[config.mk]
export PLATFORM = sky130hd
export DESIGN_NAME = axi_multi_inval_filter
export DESIGN_NICKNAME = d
export VERILOG_FILES = /design/src/rtl/axi_multi_inval_filter.sv
export SDC_FILE = /design/constraint.sdc
export NUM_CORES = 1
export LEC_CHECK = 0
export BUFFER_PORTS_ARGS = -buffer_cell sky130_fd_sc_hd__clkbuf_2
export CAP_MARGIN = 15
export CORE_AREA = 2 2 227 229
export CTS_BUF_LIST = sky130_fd_sc_hd__clkbuf_16
export DETAILED_ROUTE_END_ITERATION = 10
export DIE_AREA = 0 0 229 231
export SLEW_MARGIN = 10
export SYNTH_ARGS = -nofsm -noshare
export SYNTH_HDL_FRONTEND = slang
export SYNTH_SLANG_ARGS = --single-unit
[constraint.sdc]
create_clock -name clk_i -period 18.1 [get_ports clk_i]
set_clock_uncertainty 0.2 [all_clocks]
set_input_delay 1.81 -clock clk_i [delete_from_list [all_inputs] [get_ports clk_i]]
set_output_delay 1.81 -clock clk_i [all_outputs]
set_load 0.01 [all_outputs]
[src/rtl/axi_multi_inval_filter.sv]
// axi_multi_inval_filter: snoops wide-master AW channels and turns every
// accepted write burst into a stream of line-aligned L1 invalidations.
module axi_multi_inval_filter #(
  parameter int unsigned NrPorts     = 2,
  parameter int unsigned AddrWidth   = 64,
  parameter int unsigned L1LineWidth = 16,
  parameter int unsigned QueueDepth  = 4
) (
  input  logic                              clk_i,
  input  logic                              rst_i,
  input  logic                              en_i,
  input  logic [NrPorts-1:0]                aw_valid_i,
  output logic [NrPorts-1:0]                aw_ready_o,
  input  logic [NrPorts-1:0][AddrWidth-1:0] aw_addr_i,
  input  logic [NrPorts-1:0][7:0]           aw_len_i,
  input  logic [NrPorts-1:0][2:0]           aw_size_i,
  input  logic [NrPorts-1:0][1:0]           aw_burst_i,
  output logic [NrPorts-1:0]                aw_valid_o,
  input  logic [NrPorts-1:0]                aw_ready_i,
  output logic [AddrWidth-1:0]              inval_addr_o,
  output logic                              inval_valid_o,
  input  logic                              inval_ready_i,
  output logic                              busy_o
);

  localparam int unsigned LineShift = $clog2(L1LineWidth);
  localparam int unsigned LineW     = AddrWidth - LineShift;
  localparam int unsigned CntW      = $clog2(256 * 128 / L1LineWidth + 2);
  localparam int unsigned PtrW      = (NrPorts > 1) ? $clog2(NrPorts) : 1;
  localparam int unsigned QPtrW     = $clog2(QueueDepth);
  localparam int unsigned QCntW     = $clog2(QueueDepth + 1);
  localparam int unsigned OccW      = $clog2(QueueDepth + 2);

  typedef enum logic {IDLE, ISSUE} state_e;

  typedef struct packed {
    logic [LineW-1:0] line;
    logic [CntW-1:0]  cnt;
  } desc_t;

  state_e               state_q, state_d;
  logic [AddrWidth-1:0] cur_addr_q, cur_addr_d;
  logic [CntW-1:0]      cur_cnt_q, cur_cnt_d;
  logic [PtrW-1:0]      rr_q, rr_d;
  logic [PtrW-1:0]      lock_idx_q, lock_idx_d;
  logic                 lock_q, lock_d;
  logic [QPtrW-1:0]     rd_q, rd_d, wr_q, wr_d;
  logic [QCntW-1:0]     qcnt_q, qcnt_d;
  desc_t                mem_q [QueueDepth];

  logic [PtrW-1:0]      sel, cand;
  logic                 sel_vld;
  logic [NrPorts-1:0]   grant, accept, hs;
  logic                 full, push, take, bypass, pop, wr;
  logic [OccW-1:0]      occ;
  logic [AddrWidth-1:0] addr, bytes, lines_w;
  desc_t                push_desc, head;

  function automatic logic [QPtrW-1:0] inc(input logic [QPtrW-1:0] p);
    return (p == QPtrW'(QueueDepth - 1)) ? '0 : p + 1'b1;
  endfunction

  // A locked port keeps its grant until it handshakes or drops valid.
  always_comb begin
    sel     = '0;
    sel_vld = 1'b0;
    cand    = '0;
    if (lock_q && aw_valid_i[lock_idx_q]) begin
      sel     = lock_idx_q;
      sel_vld = 1'b1;
    end else begin
      for (int i = 0; i < NrPorts; i++) begin
        cand = PtrW'((int'(rr_q) + i) % NrPorts);
        if (!sel_vld && aw_valid_i[cand]) begin
          sel     = cand;
          sel_vld = 1'b1;
        end
      end
    end
  end

  assign occ  = OccW'(qcnt_q) + OccW'(inval_valid_o);
  assign full = occ >= OccW'(QueueDepth);

  always_comb begin
    grant      = '0;
    grant[sel] = sel_vld & en_i;
    accept     = en_i ? (grant & {NrPorts{~full}}) : '1;
  end

  assign aw_valid_o = aw_valid_i & accept;
  assign aw_ready_o = aw_ready_i & accept;
  assign hs         = aw_valid_o & aw_ready_i;
  assign push       = en_i & (|hs);

  always_comb begin
    addr           = aw_addr_i[sel];
    bytes          = (AddrWidth'(aw_len_i[sel]) + AddrWidth'(1))
                     << aw_size_i[sel];
    lines_w        = bytes >> LineShift;
    push_desc.line = LineW'(addr >> LineShift);
    push_desc.cnt  = CntW'(1);
    case (aw_burst_i[sel])
      2'b00: ;
      2'b10: begin
        push_desc.line = LineW'((addr & ~(bytes - AddrWidth'(1)))
                         >> LineShift);
        push_desc.cnt  = (lines_w == '0) ? CntW'(1) : CntW'(lines_w);
      end
      default: begin
        push_desc.cnt = CntW'(LineW'((addr + bytes - AddrWidth'(1))
                        >> LineShift) - push_desc.line + LineW'(1));
      end
    endcase
  end

  always_comb begin
    rr_d       = rr_q;
    lock_d     = 1'b0;
    lock_idx_d = lock_idx_q;
    if (push) begin
      rr_d = (sel == PtrW'(NrPorts - 1)) ? '0 : sel + 1'b1;
    end else if (en_i && sel_vld) begin
      lock_d     = 1'b1;
      lock_idx_d = sel;
    end
  end

  // An idle block with an empty queue takes a fresh descriptor directly.
  always_comb begin
    state_d    = state_q;
    cur_addr_d = cur_addr_q;
    cur_cnt_d  = cur_cnt_q;
    take       = 1'b0;
    case (state_q)
      IDLE: take = (qcnt_q != '0) || push;
      ISSUE: begin
        if (inval_ready_i) begin
          if (cur_cnt_q == CntW'(1)) begin
            if (qcnt_q != '0) take = 1'b1;
            else state_d = IDLE;
          end else begin
            cur_addr_d = cur_addr_q + AddrWidth'(L1LineWidth);
            cur_cnt_d  = cur_cnt_q - CntW'(1);
          end
        end
      end
      default: state_d = IDLE;
    endcase
    bypass = take && (qcnt_q == '0);
    pop    = take && !bypass;
    wr     = push && !bypass;
    head   = bypass ? push_desc : mem_q[rd_q];
    if (take) begin
      state_d    = ISSUE;
      cur_addr_d = {head.line, {LineShift{1'b0}}};
      cur_cnt_d  = head.cnt;
    end
    rd_d   = pop ? inc(rd_q) : rd_q;
    wr_d   = wr ? inc(wr_q) : wr_q;
    qcnt_d = qcnt_q + QCntW'(wr) - QCntW'(pop);
  end

  always_ff @(posedge clk_i or posedge rst_i) begin
    if (rst_i) begin
      state_q    <= IDLE;
      cur_addr_q <= '0;
      cur_cnt_q  <= '0;
      rr_q       <= '0;
      lock_q     <= 1'b0;
      lock_idx_q <= '0;
      rd_q       <= '0;
      wr_q       <= '0;
      qcnt_q     <= '0;
    end else begin
      state_q    <= state_d;
      cur_addr_q <= cur_addr_d;
      cur_cnt_q  <= cur_cnt_d;
      rr_q       <= rr_d;
      lock_q     <= lock_d;
      lock_idx_q <= lock_idx_d;
      rd_q       <= rd_d;
      wr_q       <= wr_d;
      qcnt_q     <= qcnt_d;
    end
  end

  always_ff @(posedge clk_i) begin
    if (wr) mem_q[wr_q] <= push_desc;
  end

  assign inval_valid_o = (state_q == ISSUE);
  assign inval_addr_o  = cur_addr_q & ~AddrWidth'(L1LineWidth - 1);
  assign busy_o        = (qcnt_q != '0) | inval_valid_o;

endmodule

==> flow_summary.ini <==
[power]
power.density_nw_per_um2 = 137.4
p_clk_frac = 0.247
seqPwrFrac = 0.394
p_int_mw = 2.042
p_total_mw = 3.156
pwr-share-comb = 0.359
peakVddDrop_mv = 0.09060
power_switching_mw = 1.114
p_leak_nw = 8.757
p_sw_frac = 0.3530

[worst_setup_path]
end_kind = flip-flop
cpPeakStageDelay_ns = 0.59
r2r_cells = 31
worstPathRequired_ns = 18.15
critical_path_class = primary input to flip-flop
crit_top_cell = ha_1
worstSetupStartpointType = primary input
cp_max_fo = 17
cp_slowest_cell = a2111oi_0
arrival_ns = 9.44

[synth]
synthMuxAreaShare = 0.1229
yosys.area_share.simple = 0.1150
ys_seq_area_frac = 0.5378
synth-compound-area-share = 0.1328
netlist.area_leader.share = 0.4337
synth_top_family_by_area = compound AO/OA/AOI/OAI gates
yosysUniqueCellTypes = 88
yosys-top-cells-count = 288 x edfxtp_1, 138 x nand2_1, 115 x nor2_1
synth.most_common_cell = edfxtp_1
yosys.area.top_type = edfxtp_1
ys.flop_type = edfxtp_1
synth_cells = 1625
ys_seq_elements = 371
synthXorXnorAreaFrac = 0.02108
synth_area_leaders = edfxtp_1 43%, dfrtp_1 10%, mux4_2 8.1%, ha_1 3.6%, mux2i_1 3.6%
synth_warnings = 0
avgSynthCellArea_sq_um = 12.27
netlist_area_sq_um = 19940
async_flop_share = 0.2237
synth-edff-count = 288
synth-adder-area-share = 0.03777

[outcome]
status = complete, no violations

[timing]
fin_setup_tns_ns = 0
slew_violations = 0
rsz0062_at_grt = no
finalHoldWorstSlack_ns = 0.3266
tightest_slew_ns = 1.091
max_slew_margin = 0.2581
fmax_ghz = 0.1065
finalHoldViolations = 0
final.min_clock_period_ns = 9.388
fin_ws_ns = 8.712
finalSetupViolCount = 0
post-route-period-util = 0.5187

[finish]
area_growth_pct = 15.15
fin_util = 0.4531
n_antenna_cell = 0
nets = 2046
drive_gt1_frac = 0.2361

[floorplan]
boundaryPins = 232
initial_core_util = 0.3935
fp.dieH_um = 231
die_w_um = 229
die_area_sq_um = 52900
core-area_sq_um = 50680
rows = 83

[hold_path]
min_path_type = flip-flop to flip-flop
hold_path_depth = 2

[placed_design]
dp_hpwl_mm = 35.59
io_buffer_count = 227
gp_congestion = 0.8742
dp_slack_ns = 8.262

[detailed_routing]
drt_wl_total_mm = 54.56
num_vias = 14502
firstDrtPassIters = 5
wire_per_inst_um = 21.52
drc = 0
drtIter0Drc = 1159
antenna_left = 0
via_per_inst = 5.721

[global_routing]
first_global_vias = 14428
grt.overflow.total = 0
grt_usage = 0.2045
antenna_found_initial = 0
grt_max_degree = 74
grt_pass1_wl_mm = 84.46

[cts]
worstSkewPairLatency_ns = 0.54
cts.sink_count = 371
clkTransAtPathRegs_ns = 0.06
root_buffer = clkbuf_16
post_cts_resized = 0
postCtsSetupRepairBufs = 0
h-tree-depth = 2
cts_max_path_buffers = 3
ctsHoldBuffers = 0
cts_tree = yes
cts_buffers = 40

[run]
maxCapViolCount = 0
[critical path: cells and delay by family]
kind                     cells  cell delay (ns)
buffers and inverters        5             0.50
AND/OR/NAND/NOR              6             1.29
multiplexers                 2             0.67
XOR/XNOR                     1             0.13
adder cells (fa/ha/maj)      5             1.53
AO/OA/AOI/OAI               13             3.51
[final timing paths]
kind	from	end	slack, ns
worst max-delay path	aw_valid_i[1]	mem_q[0][11]$_DFFE_PP_	8.71
worst min-delay path	cur_cnt_q[7]$_DFFE_PP0P_	cur_cnt_q[7]$_DFFE_PP0P_	0.33
worst max register to register	lock_q$_DFF_PP0_	mem_q[0][11]$_DFFE_PP_	9.61
worst min register to register	cur_cnt_q[7]$_DFFE_PP0P_	cur_cnt_q[7]$_DFFE_PP0P_	0.33
max in group asynchronous	rst_i	cur_addr_q[23]$_DFFE_PP0P_	15.37
min in group asynchronous	rst_i	cur_addr_q[59]$_DFFE_PP0P_	1.13
[placed cells by master, fill, tap and decap left out, drive strengths merged, types with 7 or more instances in the layout]
cell and count:
nor3 45, a22oi 10, nor4 17, clkinv 9
nand2b 7, a31oi 12, mux4 72, o21a 12
nand3 45, or3 14, clkbuf 268, nand2 138
mux2i 73, a21o 23, and4 7, a222oi 8
and2 18, mux2 7, a21oi 103, xnor2 27
o22ai 11, nand4 12, and3 15, inv 73
ha 57, edfxtp 288, dfrtp 83, nor2b 12
xor2 21, or2 7, buf 23, o21ai 84
nor2 119, o221ai 43, a221oi 8
[registers in the layout, summed over array words and instances (netlist names)]
register / count
rr_q: 1
mem_q: 288
wr_q: 2
cur_addr_q: 60
lock_q: 1
cur_cnt_q: 12
qcnt_q: 3
inval_valid_o: 1
rd_q: 2
lock_idx_q: 1
[cell families (layout without fill, tap and decap cells)]
kind of cell / Yosys count / count (layout)
other: 1 / 4
xor gates and xnor gates: 48 / 48
muxes: 152 / 152
buffers and inverters: 149 / 376
adders and majority gates: 59 / 59
AOI/OAI and AO/OA: 371 / 371
and+or+nand+nor: 474 / 474
DFF: 371 / 371
[stage by stage]
| step | instances | instance area (sq um) |
|---|---|---|
| 4_1_cts | 2535 | 22960 |
| 6_report | 2535 | 22960 |
| 2_1_floorplan | 1628 | 19950 |
| 3_5_place_dp | 2463 | 21730 |
| 3_3_place_gp | 2463 | 21730 |
| 5_1_grt | 2535 | 22960 |
[metal layers]
metal  global-route usage  share of wire
met3              0.02767          0.068
met2               0.3429           0.48
met5                    0              0
met1               0.2816           0.43
met4              0.05012          0.020
[final cells by class]
class                   instances  area (sq um)
inverters                      54         205.2
well taps                     680         850.8
clock inverters                31         210.2
flip-flops and latches        371         10730
repair buffers                250          1309
fillers                      4714         27720
multi-input cells            1108          8632
clock buffers                  41          1026
[power groups by stage]
stage	Clock (mW)	Sequential, mW	Combinational [mW]
5_1_grt	0.826	1.26	1.26
3_3_place_gp	0	1.26	1.12
2_1_floorplan	0	1.24	0.802
4_1_cts	0.793	1.25	1.14
6_report	0.778	1.24	1.13
3_5_place_dp	0	1.26	1.13
Note: power is estimated with default switching activity, not from simulation.
